File: src/rtl/cla_pkg.sv
`default_nettype none
// ============================================================================
// Module   : cla_pkg
// Purpose  : Shared widths, word type and overflow helper for the 16-bit
//            ripple-of-CLA adder.
// Revision : 1.0 - initial release
// ============================================================================
package cla_pkg;

    localparam int SLICE_W    = 4;
    localparam int NUM_SLICES = 4;

    typedef logic [15:0] word16_t;

    // Two's-complement overflow: operands agree in sign but the result does not.
    function automatic logic signed_ovf(input logic a_msb, input logic b_msb,
                                        input logic s_msb);
        return (a_msb == b_msb) && (s_msb != a_msb);
    endfunction

endpackage
`default_nettype wire

File: src/rtl/cla4_slice.sv
`default_nettype none
// ============================================================================
// Module   : cla4_slice
// Purpose  : Combinational 4-bit carry-lookahead slice with group P/G outputs.
// Revision : 1.0 - initial release
// ============================================================================
module cla4_slice
    import cla_pkg::*;
(
    input  logic [SLICE_W-1:0] a,
    input  logic [SLICE_W-1:0] b,
    input  logic               c0,
    output logic [SLICE_W-1:0] s,
    output logic               c4,
    output logic               grp_p,
    output logic               grp_g
);

    logic [SLICE_W-1:0] w_g;
    logic [SLICE_W-1:0] w_p;
    logic [SLICE_W-1:0] w_c;

    assign w_g = a & b;
    assign w_p = a ^ b;

    // Every carry is a flat sum of products of c0, never chained off the previous carry.
    assign w_c[0] = c0;
    assign w_c[1] = w_g[0] | (w_p[0] & c0);
    assign w_c[2] = w_g[1] | (w_p[1] & w_g[0]) | (w_p[1] & w_p[0] & c0);
    assign w_c[3] = w_g[2] | (w_p[2] & w_g[1]) | (w_p[2] & w_p[1] & w_g[0])
                  | (w_p[2] & w_p[1] & w_p[0] & c0);

    assign grp_g = w_g[3] | (w_p[3] & w_g[2]) | (w_p[3] & w_p[2] & w_g[1])
                 | (w_p[3] & w_p[2] & w_p[1] & w_g[0]);
    assign grp_p = &w_p;
    assign c4    = grp_g | (grp_p & c0);

    assign s = w_p ^ w_c;

endmodule
`default_nettype wire

File: src/rtl/cla16_ripple_adder.sv
`default_nettype none
// ============================================================================
// Module   : cla16_ripple_adder
// Purpose  : 16-bit adder of four rippled CLA slices with a registered result.
//            Define CLA16_OVF_EN to add the registered signed-overflow port ovf.
// Revision : 1.0 - initial release
// ============================================================================
module cla16_ripple_adder
    import cla_pkg::*;
(
    input  logic    clk,
    input  logic    rst,
    input  logic    in_valid,
    input  word16_t a,
    input  word16_t b,
    input  logic    cin,
    output word16_t s,
    output logic    cout,
`ifdef CLA16_OVF_EN
    output logic    ovf,
`endif
    output logic    out_valid
);

    logic [NUM_SLICES:0]   w_carry;
    word16_t               w_sum;
    // Group P/G are kept available for a future full-lookahead variant.
    logic [NUM_SLICES-1:0] w_grp_p_unused;
    logic [NUM_SLICES-1:0] w_grp_g_unused;

    assign w_carry[0] = cin;

    generate
        for (genvar k = 0; k < NUM_SLICES; k++) begin : g_slice
            cla4_slice u_slice (
                .a     (a[k*SLICE_W +: SLICE_W]),
                .b     (b[k*SLICE_W +: SLICE_W]),
                .c0    (w_carry[k]),
                .s     (w_sum[k*SLICE_W +: SLICE_W]),
                .c4    (w_carry[k+1]),
                .grp_p (w_grp_p_unused[k]),
                .grp_g (w_grp_g_unused[k])
            );
        end
    endgenerate

    word16_t s_q, s_d;
    logic    cout_q, cout_d;
    logic    valid_q;

    always_comb begin
        s_d    = s_q;
        cout_d = cout_q;
        if (in_valid) begin
            s_d    = w_sum;
            cout_d = w_carry[NUM_SLICES];
        end
    end

    always_ff @(posedge clk or posedge rst) begin
        if (rst) begin
            s_q     <= '0;
            cout_q  <= 1'b0;
            valid_q <= 1'b0;
        end else begin
            s_q     <= s_d;
            cout_q  <= cout_d;
            valid_q <= in_valid;
        end
    end

    assign s         = s_q;
    assign cout      = cout_q;
    assign out_valid = valid_q;

`ifdef CLA16_OVF_EN
    logic ovf_q, ovf_d;

    always_comb begin
        ovf_d = ovf_q;
        if (in_valid) begin
            ovf_d = signed_ovf(a[15], b[15], w_sum[15]);
        end
    end

    always_ff @(posedge clk or posedge rst) begin
        if (rst) begin
            ovf_q <= 1'b0;
        end else begin
            ovf_q <= ovf_d;
        end
    end

    assign ovf = ovf_q;
`endif

endmodule
`default_nettype wire

File: config.mk
export PLATFORM = sky130hd
export DESIGN_NAME = cla16_ripple_adder
export DESIGN_NICKNAME = d
export VERILOG_FILES = /design/src/rtl/cla_pkg.sv /design/src/rtl/cla4_slice.sv /design/src/rtl/cla16_ripple_adder.sv
export SDC_FILE = /design/constraint.sdc
export NUM_CORES = 1
export LEC_CHECK = 0
export CAP_MARGIN = 10
export CORE_ASPECT_RATIO = 2
export CORE_MARGIN = 1
export CORE_UTILIZATION = 35
export DETAILED_ROUTE_END_ITERATION = 8
export DONT_BUFFER_PORTS = 1
export HOLD_SLACK_MARGIN = 0.02
export SLEW_MARGIN = 10
export SYNTH_ARGS = -nofsm -noshare
export SYNTH_HDL_FRONTEND = slang
export SYNTH_SLANG_ARGS = --single-unit
File: constraint.sdc
create_clock -name clk -period 1.3 [get_ports clk]
set_input_delay 0.195 -clock clk [delete_from_list [all_inputs] [get_ports clk]]
set_output_delay 0.195 -clock clk [all_outputs]
set_load 0.02 [all_outputs]
After elaboration in Yosys (flattened, before gate mapping)
Index checks and enable logic that the tools add are counted.
{"block": "classes", "bitwise_logic": 112, "n_reduce_logical": 4}
{"cell": "$and 1x1->1", "n": 60}
{"cell": "$or 1x1->1", "n": 40}
{"cell": "$xor 4x4->4", "n": 8}
{"cell": "$and 4x4->4", "n": 4}
{"cell": "$reduce_and 4->1", "n": 4}
{"block": "totals", "regBits": 18, "in_bits": 36, "out_inout_bits": 18, "word_cells": 119}

Logic depth before layout (Yosys ltp)
Gate-level depths: netlist (run 1).
{"block": "depth", "depth_word": 13, "ltp_mapped": 10, "ltp_nobuf": 10}

Cells and area by module
Synthesis (run 1) repeated with hierarchy kept, for this count alone.
{"block": "hier_totals", "hier_cells": 126, "area_unflattened_um2": 1467.7}
{"mod": "cla16_ripple_adder", "instances": 1, "cells_per_inst": 38, "area_each_um2": 714.4, "seq_area_each_um2": 450.4}
{"mod": "cla4_slice at g_slice[2].u_slice ...", "instances": 2, "cells_per_inst": 22, "area_each_um2": 193.9, "seq_area_each_um2": 0.0}
{"mod": "cla4_slice at g_slice[0].u_slice ...", "instances": 2, "cells_per_inst": 22, "area_each_um2": 182.7, "seq_area_each_um2": 0.0}

Worst setup path before layout (run 1)
No wires, ideal clock.
{"block": "synth_timing", "kind": "input to register", "from": "input a[0]", "to": "register s_q[12], in the netlist s[12]", "setup_time_ns": 0.125, "arrival_ns": 2.241, "required_ns": 1.175, "setup_slack_ns": -1.066, "stages": 9, "path_buffers": 0, "cell_sequence": "ha_1 -> a211oi_2 -> o21bai_2 -> a21o_2 -> nand4_2 -> nand2_1 -> or2_2 -> fa_1 -> mux2_2"}
{"block": "synth_via", "elab_chain_cells": 9, "word_cells_on_any_way": 12, "cone_classes": "11 x bitwise; 1 x reduce/logical"}
{"element": "start: declaration", "line_no": "cla16_ripple_adder.sv:14", "source": "input word16_t a,"}
{"element": "$xor 4x4->4 or $and 4x4->4 (tied branches)", "line_no": "cla4_slice.sv:24, cla4_slice.sv:23"}
{"element": "$reduce_and 4->1 or $and 1x1->1 (tied branches)", "line_no": "cla4_slice.sv:35, cla4_slice.sv:34"}
{"element": "$and 1x1->1 or $or 1x1->1 (tied branches)", "line_no": "cla4_slice.sv:36, cla4_slice.sv:34"}
{"element": "$or 1x1->1 (*)", "line_no": "cla4_slice.sv:36", "source": "assign c4 = grp_g | (grp_p & c0);"}
{"element": "$and 1x1->1 (*)", "line_no": "cla4_slice.sv:36"}
{"element": "$or 1x1->1 (*)", "line_no": "cla4_slice.sv:36"}
{"element": "$and 1x1->1 (*)", "line_no": "cla4_slice.sv:36"}
{"element": "$or 1x1->1 (*)", "line_no": "cla4_slice.sv:36"}
{"element": "$xor 4x4->4 (*)", "line_no": "cla4_slice.sv:38", "source": "assign s = w_p ^ w_c;"}
{"element": "named net g_slice[3].u_slice.s[0]", "line_no": "cla4_slice.sv:13", "source": "output logic [SLICE_W-1:0] s,"}
{"element": "end signal: assignment", "line_no": "cla16_ripple_adder.sv:62", "source": "s_q <= '0;"}
{"element": "end signal: assignment", "line_no": "cla16_ripple_adder.sv:66", "source": "s_q <= s_d;"}
{"element": "end: declaration", "line_no": "cla16_ripple_adder.sv:47", "source": "word16_t s_q, s_d;"}
Mark *: on every way through the listed nets, which the timed path passes. The rest lies on a longest branch.
A chain may end at the register's enable or synchronous reset.

Worst setup path in the final report (run 1)
Ends and elaborated chain as after synthesis.

==> metrics.md, run 1 <==
| Metric | Value |
|---|---|
| Post-Synth Adder-Cell Area | `21.2%` |
| VDD IR max | `451 uV` |
| Hpwl dp | `2.52 mm` |
| Synth top area cells | `dfrtp_1, ha_1, fa_1, mux2_2, xnor2_1` |
| Yosys top cell by area | `dfrtp_1` |
| Post-synthesis mux area share | `6.99%` |
| Die Ht | `89.0 um` |
| Setup violators final | `12` |
| Clock Sinks | `18` |
| Chip width | `45.5 um` |
| CTS tree | `done` |
| Power Dens Cells | `1120 mW/mm2` |
| Mapped Area | `0.00132 mm2` |
| GP Congestion | `0.825` |
| Compound-cell area share of the yosys netlist | `19.8%` |
| Status | `finished, violations left` |
| Worst hold path type | `in2reg` |
| Critical Path Sink Type | `flip-flop` |
| Hold path depth | `1` |
| Core area | `0.00361 mm2` |
| Syn Nets | `182` |
| Top cell type's share of synthesized area | `34.0%` |
| Non-filler cells, final | `204` |
| Final Max Slew Viols | `0` |
| Vias | `1079` |
| Critical Path AT | `1.97 ns` |
| Sequential fraction of the synthesis area | `34.0%` |
| Req. time, crit path | `1.44 ns` |
| Residual DRC count | `0` |
| Synth Register Bits | `18` |
| Tcrit/Tclk final | `140%` |
| Post-synthesis simple-gate area fraction | `10.1%` |
| Fmax achieved | `0.549 GHz` |
| Worst Max-Slew Pin Slew | `0.692 ns` |
| R2r worst-path depth | `1` |
| Root Driver | `clkbuf_8` |
| Max Cap Violations | `0` |
| Kind of critical path | `in2reg` |
| Pre-antenna DRT Iters | `3` |
| Routed Antenna Nets | `0` |
| Vias per cell | `5.29` |
| Post-Layout Inst Area | `0.00176 mm2` |
| Headroom to the max-slew limit | `53.8%` |
| Final Hold Viols | `0` |
| CP max-delay cell | `fa_2` |
| Cells after Synth | `126` |
| Fillers | `325` |
| IO Port Bufs | `0` |
| Final net count | `212` |
| Largest net degree at the start of global routing | `21` |
| Die Area | `0.00405 mm2` |
| Gr ovfl total | `0` |
| RSZ-0062 raised after global routing | `yes` |
| Wire per inst | `15.5 um` |
| Detailed Route WL | `3.17 mm` |
| Ports | `54` |
| Dpl cells | `196` |
| Xor-xnor portion of the synthesized cell area | `5.29%` |
| Element type at the critical path start | `input pin` |
| Crit-path max FO | `3` |
| Min Tclk post-route | `1.82 ns` |
| Commonest non-fill, non-tap cell in the layout | `buf_4` |
| Bufs on Longest Clock Path | `2` |
| Power Total | `1.98 mW` |
| Most frequent cells in the layout | `buf_4, dfrtp_1, ha_1` |
| Vias in the first global route | `1173` |
| Leak | `0.812 nW` |
| Gr usage total | `16.9%` |
| Syn_area_per_cell | `10.5 um2` |
| Placed Area | `0.00162 mm2` |
| Iter 0 DRT Violations | `12` |
| Initial core utilization | `36.7%` |
| Yosys warning count | `0` |
| Synth-to-layout area growth | `33.1%` |
| Layout cells sized above 1 | `36.8%` |
| Unique cell type count in the Yosys netlist | `38` |
| Failing checks | `negative setup slack` |
| Row Count | `31` |
| Slowest stage delay, CP | `0.40 ns` |
| Crit path cell chain | `ha_4 -> a211oi_2 -> o21bai_2 -> a21o_2 -> nand4_4 -> nand2_2 -> or2_4 -> fa_2 -> mux2_4` |
| First-pass GRT wire length | `5.02 mm` |
| Combinational family with the most area after synthesis | `adder cells` |
| Antenna Cells | `0` |
| Layout Skew | `0 ns` |
| Antenna violations before repair | `0` |
| Setup WS post-layout | `-0.521 ns` |
| Clock-pin slew of the registers on the worst-case setup and hold paths | `0.07 ns` |
| Clk Latency, worst-skew pair | `0.25 ns` |
| CTS buffer count | `3` |
| H-tree Lvls | `1` |
| Setup TNS | `-3.99 ns` |
## sequential cells by signal, indices dropped and copies added (netlist names)
| signal | flops |
|---|---|
| cout | 1 |
| s | 16 |
| out_valid | 1 |
## power breakdown
part / internal, mW / switching (mW) / leakage, nW / total, mW
logic: 0.355 / 0.263 / 0.575 / 0.618
registers: 0.673 / 0.230 / 0.209 / 0.903
clock network: 0.269 / 0.187 / 0.0288 / 0.456
total: 1.30 / 0.680 / 0.812 / 1.98
## cells in the mapped netlist, drive strengths merged
library cell  number
a21oi             10
a21o               7
a22oi              1
o31ai              1
a211oi             3
and3               2
inv                7
or3                2
mux2i              1
or2                1
o21a               3
ha                16
a31oi              2
nand2              4
nand3              2
a22o               1
nand4              1
o2bb2ai            1
xnor2              6
a2111oi            1
buf                1
nor2              11
clkbuf             1
dfrtp             18
o21bai             1
o211ai             1
fa                 4
o21ai              4
and4               1
nor3               3
xor2               2
mux2               7
## per-layer routing
metal / global-route usage (%) / part of all wire (%)
met5: 0 / 0
met4: 9.37 / 2.7
met3: 3.03 / 5.7
met2: 30.8 / 56
met1: 17.2 / 35
## path summary, 6_finish.rpt
kind | startpoint | end | slack [ns]
worst max-delay path | a[0] | s[12]$_DFFE_PP0P_ | -0.52
worst min-delay path | in_valid | s[5]$_DFFE_PP0P_ | 0.03
worst max register to register | s[8]$_DFFE_PP0P_ | s[8]$_DFFE_PP0P_ | 0.43
worst min register to register | s[0]$_DFFE_PP0P_ | s[0]$_DFFE_PP0P_ | 0.65
max in group asynchronous | rst | s[8]$_DFFE_PP0P_ | 0.37
min in group asynchronous | rst | s[10]$_DFFE_PP0P_ | 0.49
## what timing repair did
| item | CTS | global route |
|---|---|---|
| endpoints found under the setup margin | 13 | 13 |
| pin swaps | 10 | 0 |
| setup buffers | 3 | 0 |
| resized for setup | 9 | 2 |
| hold endpoints to repair | 23 | 0 |
| hold buffers | 2 | 0 |
## cell families (layout without fill, tap and decap cells)
family / count (synthesis) / count (layout)
AO/OA/AOI/OAI: 36 / 36
adder cells (fa/ha/maj): 20 / 20
AND/OR/NAND/NOR: 27 / 27
multiplexers: 8 / 8
flip-flops: 18 / 18
buffers and inverters: 9 / 38
XOR/XNOR: 8 / 8
## through the flow
stage          setup WS [ns]  utilization (%)  hold slack [ns]
6_report              -0.521             48.8           0.0263
5_1_grt               -0.576             48.8           0.0258
4_1_cts               -0.520             48.4           0.0205
3_5_place_dp          -0.800             44.8            0.228
3_3_place_gp          -0.772             44.8            0.221
2_1_floorplan         -0.794                -            0.134
## cell type report
| cell class | count | area (um2) | share of cell area [%] |
|---|---|---|---|
| Inverter | 7 | 26.3 | 1.49 |
| Sequential cell | 18 | 450 | 25.6 |
| Timing Repair Buffer | 27 | 208 | 11.8 |
| Clock buffer | 4 | 55.1 | 3.12 |
| Multi-Input combinational cell | 99 | 961 | 54.5 |
| Tap cell | 49 | 61.3 | 3.48 |
## worst max-delay path, delay by kind of cell
kind	cells	cell delay, ns
compound gates	3	0.54
mux	1	0.26
simple gates	3	0.37
fa+ha+maj	2	0.62
No activity file was read; power rests on OpenSTA's default activity.
==> run 2, diff against run 1 <==
Settings changed: ABC_AREA from default to 1.
==> run 2 against run 1 <==
  * The flow still finishes with violations (negative setup slack)
  * Die area increased by 3.7%
  * Register-to-register slack improved by 0.08 ns
  * Count of clock-buffer cells in the layout decreased by 1
  * Synthesized area increased by 3.8%
  * Routed wire length down 6.5%
  * Critical path type unchanged
==> metrics.md, run 2 <==
| Metric | Value |
|---|---|
| Status | `finished, violations left` |
| Failing checks | `negative setup slack` |
| Iter 0 DRT Violations | `6 (-6)` |
| Sequential share of power | `46.5% (+0.8 points)` |
| First-pass GRT wire length | `4.73 mm (-5.8%)` |
| Layout cells sized above 1 | `36.5% (-0.31 points)` |
| Syn_area_per_cell | `8.59 um2 (-18%)` |
| Chip width | `46.3 um (+1.8%)` |
| Gr ovfl total | `0 (unchanged)` |
| Setup WS post-layout | `-0.0999 ns (+0.421 ns)` |
| Power Dens Cells | `1020 mW/mm2 (-9.4%)` |
| Synth-to-layout area growth | `31.0%` |
| Hold path depth | `1 (unchanged)` |
| Unique cell type count in the Yosys netlist | `24 (-37%)` |
| Vias per cell | `4.95 (-6.4%)` |
| Clk Latency, worst-skew pair | `0.25 ns (about the same)` |
| IO Port Bufs | `0 (unchanged)` |
| RSZ-0062 raised after global routing | `yes` |
| Yosys top cell by area | `dfrtp_1` |
| Commonest non-fill, non-tap cell in the layout | `nand2_1` |
| Wire per inst | `12.9 um (-17%)` |
| Switching power | `0.666 mW (-2.1%)` |
| Final Max Slew Viols | `0 (unchanged)` |
| Post-synth ARST share | `100% (unchanged)` |
| Largest register FFs | `16 (unchanged)` |
| Most frequent cells in the layout | `nand2_1, dfrtp_1, buf_4` |
| Bufs on Longest Clock Path | `2 (unchanged)` |
| Vias in the first global route | `1196 (+2.0%)` |
| Most instantiated cells after synthesis | `nand2_1, dfrtp_1, ha_1, inv_1, nand3_1` |
| CP max-delay cell | `fa_2` |
| Hpwl dp | `2.55 mm (+1.1%)` |
| Slowest stage delay, CP | `0.36 ns (-0.04 ns)` |
| Max Cap Violations | `0 (unchanged)` |
| CTS tree | `done` |
| Initial core utilization | `37.3% (+0.59 points)` |
| Placed Area | `0.00167 mm2 (+3.3%)` |
| Antenna Cells | `0 (unchanged)` |
| CTS buffer count | `3 (unchanged)` |
| Antenna violations before repair | `0 (unchanged)` |
| H-tree Lvls | `1 (unchanged)` |
| Leak | `0.860 nW (+5.8%)` |
| Internal power | `1.16 mW (-10%)` |
| Detailed Route WL | `2.96 mm (-6.5%)` |
| Die Area | `0.00419 mm2 (+3.7%)` |
| Clock-pin slew of the registers on the worst-case setup and hold paths | `0.07 ns (about the same)` |
| Top cell type's share of synthesized area | `32.8% (-1.2 points)` |
| R2r worst-path depth | `2 (+1)` |
| Fmax achieved | `0.714 GHz (+30%)` |
| Largest net degree at the start of global routing | `19 (-9.5%)` |
| Core area | `0.00368 mm2 (+2.2%)` |
| Min Tclk post-route | `1.40 ns (-0.421 ns)` |
| Tcrit/Tclk final | `108% (-32 points)` |
| Cell mode on critical path | `nand2_4` |
| Post-Layout Inst Area | `0.00180 mm2 (+2.1%)` |
| Layout Skew | `0 ns (unchanged)` |
| Sequential fraction of the synthesis area | `32.8% (-1.2 points)` |
| Ports | `54 (unchanged)` |
| Yosys warning count | `0 (unchanged)` |
| Vias | `1139 (+5.6%)` |
| Setup TNS | `-0.428 ns (+3.56 ns)` |
| Residual DRC count | `0 (unchanged)` |
| Switching Share | `36.4% (+2.0 points)` |
| Element type at the critical path start | `input pin` |
| Syn Nets | `216 (+19%)` |
| Root Driver | `clkbuf_8` |
| Kind of critical path | `in2reg` |
| Pre-antenna DRT Iters | `4 (+1)` |
| VDD IR max | `519 uV (+15%)` |
| Most common flop cell mapped by yosys | `dfrtp_1` |
| Final net count | `239 (+13%)` |
| Crit path cell chain | `ha_4 -> a21oi_2 -> nand2_1 -> a21oi_2 -> nand2_4 -> nand2_4 -> nand2_4 -> fa_2 -> xnor2_2 -> o21ai_1` |
| Number of synthesized flops with an enable pin | `0 (unchanged)` |
| Headroom to the max-slew limit | `52.8% (-1.1 points)` |
| Final Hold Viols | `0 (unchanged)` |
| Most common cell in the netlist | `nand2_1` |
| Worst Max-Slew Pin Slew | `0.708 ns (+0.0160 ns)` |
| Row Count | `31 (unchanged)` |
| Routed Antenna Nets | `0 (unchanged)` |
| Synth Register Bits | `18 (unchanged)` |
| Die Ht | `90.6 um (+1.8%)` |
| Cells after Synth | `160 (+27%)` |
| Clock power share | `20.9% (-2.2 points)` |
| Gr usage total | `14.8% (-2.1 points)` |
| Req. time, crit path | `1.44 ns (about the same)` |
| Synth top area cells | `dfrtp_1, ha_1, nand2_1, fa_1, inv_1` |
| GP Congestion | `0.721 (-13%)` |
| Mapped Area | `0.00137 mm2 (+3.8%)` |
| Critical Path Sink Type | `flip-flop` |
| Setup violators final | `6 (-6)` |
| Crit-path max FO | `4 (+1)` |
| Worst hold path type | `in2reg` |
| Clock Sinks | `18 (unchanged)` |
| Critical Path AT | `1.54 ns (-0.43 ns)` |
| Comb pwr share | `32.6% (+1.4 points)` |
[run 2: power groups by stage]
stage / clock (mW) / sequential [mW] / combinational (mW)
2_1_floorplan: 0 / 0.837 / 0.410
3_5_place_dp: 0 / 0.862 / 0.546
4_1_cts: 0.394 / 0.853 / 0.575
3_3_place_gp: 0 / 0.859 / 0.518
6_report: 0.383 / 0.851 / 0.596
5_1_grt: 0.420 / 0.867 / 0.672
[run 2: stage by stage]
| step | total power, mW | setup WS [ns] | util, % | hold WS (ns) | cells |
|---|---|---|---|---|---|
| floorplan | 1.25 | -0.339 | - | 0.134 | 160 |
| global placement | 1.38 | -0.347 | 45.3 | 0.227 | 222 |
| detailed placement | 1.41 | -0.401 | 45.3 | 0.227 | 222 |
| CTS | 1.82 | -0.111 | 47.7 | 0.0450 | 228 |
| global route | 1.96 | -0.188 | 48.8 | 0.0424 | 230 |
| finish | 1.83 | -0.0999 | 48.8 | 0.0458 | 230 |
[run 2: path summary, 6_finish.rpt]
kind	startpoint	end	slack (ns)
worst max-delay path	a[7]	s[13]$_DFFE_PP0P_	-0.1
worst min-delay path	in_valid	s[7]$_DFFE_PP0P_	0.05
worst max register to register	s[3]$_DFFE_PP0P_	s[3]$_DFFE_PP0P_	0.51
worst min register to register	s[8]$_DFFE_PP0P_	s[8]$_DFFE_PP0P_	0.62
max in group asynchronous	rst	s[10]$_DFFE_PP0P_	0.35
min in group asynchronous	rst	s[6]$_DFFE_PP0P_	0.50
[run 2: layout make-up]
cell class | instances | area, um2
fill | 356 | 1890
multi-input combinational | 122 | 1020
sequential | 18 | 450
timing repair buffer | 21 | 166
inverter | 17 | 63.8
tap | 49 | 61.3
clock buffer | 3 | 41.3
[run 2: critical path: cells and delay by family]
| kind | cells | cell delay [ns] |
|---|---|---|
| xor+xnor | 1 | 0.15 |
| simple gates | 4 | 0.26 |
| fa+ha+maj | 2 | 0.60 |
| compound gates | 3 | 0.33 |
[run 2: layer usage]
metal | global-route usage, % | part of all wire (%)
met1 | 13.4 | 32
met3 | 3.60 | 7.6
met5 | 0 | 0
met2 | 29.3 | 60
met4 | 2.94 | 0.54
[run 2: cell families (layout without fill, tap and decap cells)]
family	count (synthesis)	count (layout)	synth area share [%]
fa+ha+maj	20	20	20.4
flops	18	18	32.8
compound gates	21	21	9.47
simple gates	74	74	27.1
xor+xnor	7	7	4.46
buf+inv	20	41	5.74
[run 2: timing repair]
action                     4_1_cts  5_1_grt
pin swaps                        3        4
hold buffers                     2        0
hold endpoints to repair        19        0
gates resized for setup          4        8
setup endpoints to repair        3        9
cloned                           0        0
buffers inserted                 1        2
==> run 3, diff against run 2 <==
Settings changed: CORE_ASPECT_RATIO 2 to default, CORE_MARGIN 1 to 2, CORE_UTILIZATION 35 to 67, PLACE_DENSITY from default to 0.83.
==> run 3 against run 2 <==
  * The flow still finishes with violations (negative setup slack)
  * Sequential power is 0.5% higher
  * Die area shrank 42%
  * Critical path type unchanged
  * Combinational power up 5.0%
  * Sequential cell count unchanged
  * Non-clock buffer count is the same
==> metrics.md, run 3 (synthesis gave the netlist of run 2 again) <==
| Metric | Value |
|---|---|
| CP startpoint | `a[7]` |
| Final Max Slew Viols | `0 (unchanged)` |
| CP max-delay cell | `fa_2` |
| Worst hold path type | `in2reg` |
| CTS tree | `done` |
| RR Endpoint | `s[9]$_DFFE_PP0P_` |
| Routed Antenna Nets | `0 (unchanged)` |
| Placed Area | `0.00163 mm2 (-2.1%)` |
| Req. time, crit path | `1.52 ns (+0.08 ns)` |
| Die Ht | `49.3 um (-46%)` |
| Hold path depth | `2 (+1)` |
| Critical Path Sink Type | `flip-flop` |
| Clock-pin slew of the registers on the worst-case setup and hold paths | `0.10 ns (+0.03 ns)` |
| Register area | `450 um2 (unchanged)` |
| Element type at the critical path start | `input pin` |
| Register-to-register setup slack | `0.43 ns (-0.08 ns)` |
| Fillers | `84 (-76%)` |
| RSZ-0062 raised after global routing | `yes` |
| Internal power | `1.12 mW (-3.6%)` |
| Slowest stage delay, CP | `0.35 ns (about the same)` |
| Layout cells sized above 1 | `37.9% (+1.4 points)` |
| Crit-path max FO | `4 (unchanged)` |
| Vias in the first global route | `1326 (+11%)` |
| Worst Max-Slew Pin Slew | `0.366 ns (-0.342 ns)` |
| Root Driver | `clkbuf_4` |
| Vias per cell | `5.79 (+17%)` |
| Levels on crit path | `10 (unchanged)` |
| Cell mode on critical path | `nand2_4` |
| Kind of critical path | `in2reg` |
| Commonest non-fill, non-tap cell in the layout | `nand2_1` |
| Setup violators final | `3 (-3)` |
| Clock Sinks | `18 (unchanged)` |
| Synth-to-layout area growth | `28.1%` |
| Worst path top cell family by delay | `adder cells` |
| Wire per inst | `17.2 um (+33%)` |
| Fmax achieved | `0.719 GHz (+0.68%)` |
| Iter 0 DRT Violations | `27 (+21)` |
| H-tree Lvls | `1 (unchanged)` |
| Status | `finished, violations left` |
| Bufs on Longest Clock Path | `2 (unchanged)` |
| Hpwl dp | `2.40 mm (-5.7%)` |
| Leak | `0.854 nW (-0.71%)` |
| Failing checks | `negative setup slack` |
| VDD IR max | `717 uV (+38%)` |
| Chip width | `49.3 um (+6.4%)` |
| Final net count | `239 (unchanged)` |
| Clock power share | `19.1% (-1.8 points)` |
| Initial core utilization | `70.7% (+33 points)` |
| Worst path buffer plus inverter count | `0 (unchanged)` |
| Largest net degree at the start of global routing | `14 (-5)` |
| Critical Path End | `s[13]$_DFFE_PP0P_` |
| Gr ovfl total | `0 (unchanged)` |
| RR Startpoint | `s[9]$_DFFE_PP0P_` |
| Switching Share | `38.8% (+2.4 points)` |
| IO Port Bufs | `0 (unchanged)` |
| Sequential share of power | `46.7% (+0.2 points)` |
| Switching power | `0.709 mW (+6.5%)` |
| Most frequent cells in the layout | `nand2_1, buf_4, dfrtp_1` |
| Vias | `1210 (+6.2%)` |
| Layout Skew | `0 ns (unchanged)` |
| Largest register FFs | `16 (unchanged)` |
| Gr usage total | `32.3% (+17 points)` |
| Final Hold Viols | `0 (unchanged)` |
| Power Dens Cells | `1040 mW/mm2 (+2.3%)` |
| Min Tclk post-route | `1.39 ns (-0.00947 ns)` |
| Pre-antenna DRT Iters | `4 (unchanged)` |
| Multi-input logic area | `0.00101 mm2 (-0.25%)` |
| Die Area | `0.00243 mm2 (-42%)` |
| Dpl cells | `199 (-10%)` |
| Headroom to the max-slew limit | `75.6% (+23 points)` |
| DP Worst Slack | `-0.383 ns (+0.0181 ns)` |
| Row Count | `16 (-48%)` |
| Crit path cell chain | `ha_4 -> a21oi_2 -> nand2_1 -> a21oi_2 -> nand2_4 -> nand2_4 -> nand2_4 -> fa_2 -> xnor2_2 -> o21ai_1` |
| Tcrit/Tclk final | `107% (-0.73 points)` |
| CTS buffer count | `3 (unchanged)` |
| Antenna violations before repair | `0 (unchanged)` |
| Max Cap Violations | `0 (unchanged)` |
| Core area | `0.00194 mm2 (-47%)` |
| Detailed Route WL | `3.59 mm (+21%)` |
| Clk Latency, worst-skew pair | `0.30 ns (+0.05 ns)` |
| First-pass GRT wire length | `5.85 mm (+24%)` |
| GP Congestion | `0.859 (+19%)` |
| Setup WS post-layout | `-0.0904 ns (+0.00947 ns)` |
| R2r worst-path depth | `2 (unchanged)` |
| Comb pwr share | `34.2% (+1.6 points)` |
| Final core occ | `90.7% (+42 points)` |
| Non-filler cells, final | `209 (-9.1%)` |
| Residual DRC count | `0 (unchanged)` |
| Post-Layout Inst Area | `0.00176 mm2 (-2.2%)` |
| Hold WS | `0.0234 ns (-0.0224 ns)` |
| Ports | `54 (unchanged)` |
| Critical Path AT | `1.61 ns (+0.07 ns)` |
| Antenna Cells | `0 (unchanged)` |
## run 3: changes by cell type in the layout (fill, tap and decap cells not counted), sizes merged
cell    change
clkinv      +1
inv         -1
clkbuf      +1
## run 3: cell type report
cell class	instances	area share [%]
Tap cell	27	1.92
Clock buffer	4	2.06
Sequential cell	18	25.6
Timing Repair Buffer	21	9.24
Multi-Input combinational cell	122	57.6
Inverter	17	3.62
## run 3: worst min path at each step
stage / from / end / slack [ns]
2_1_floorplan: rst / cout$_DFFE_PP0P_ / 0.13
3_3_place_gp: rst / s[0]$_DFFE_PP0P_ / -0.005
3_5_place_dp: rst / s[0]$_DFFE_PP0P_ / 0.004
4_1_cts: in_valid / out_valid$_DFF_PP0_ / -0.08
5_1_grt: in_valid / s[4]$_DFFE_PP0P_ / 0.02
6_report: in_valid / s[12]$_DFFE_PP0P_ / 0.02
## run 3: routing by layer
layer	vias to the layer above	share of wire [%]	track usage, %
li1	563	-	-
met4	0	3.4	18.1
met3	17	6.2	7.98
met2	62	54	58.6
met1	568	36	33.5
met5	-	0	0
## run 3: through the flow
step                      total power [mW]  TNS, ns
after floorplan                       1.25    -1.22
after global placement                1.36    -2.16
after detailed placement              1.40    -2.65
after CTS                             1.78   -0.188
after global routing                  1.92   -0.324
final                                 1.83   -0.174
## run 3: power groups by stage
stage | logic, mW | registers [mW] | clock network, mW
floorplan | 0.410 | 0.837 | 0
global placement | 0.503 | 0.858 | 0
detailed placement | 0.539 | 0.862 | 0
CTS | 0.590 | 0.853 | 0.341
global route | 0.692 | 0.863 | 0.369
finish | 0.626 | 0.855 | 0.350
## run 3: timing repair
action / in CTS / in global routing
gates resized for setup: 4 / 7
pin swaps: 9 / 7
buffers inserted: 4 / 1
endpoints found under the hold margin: 23 / 5
endpoints found under the setup margin: 3 / 8
hold buffers: 1 / 1
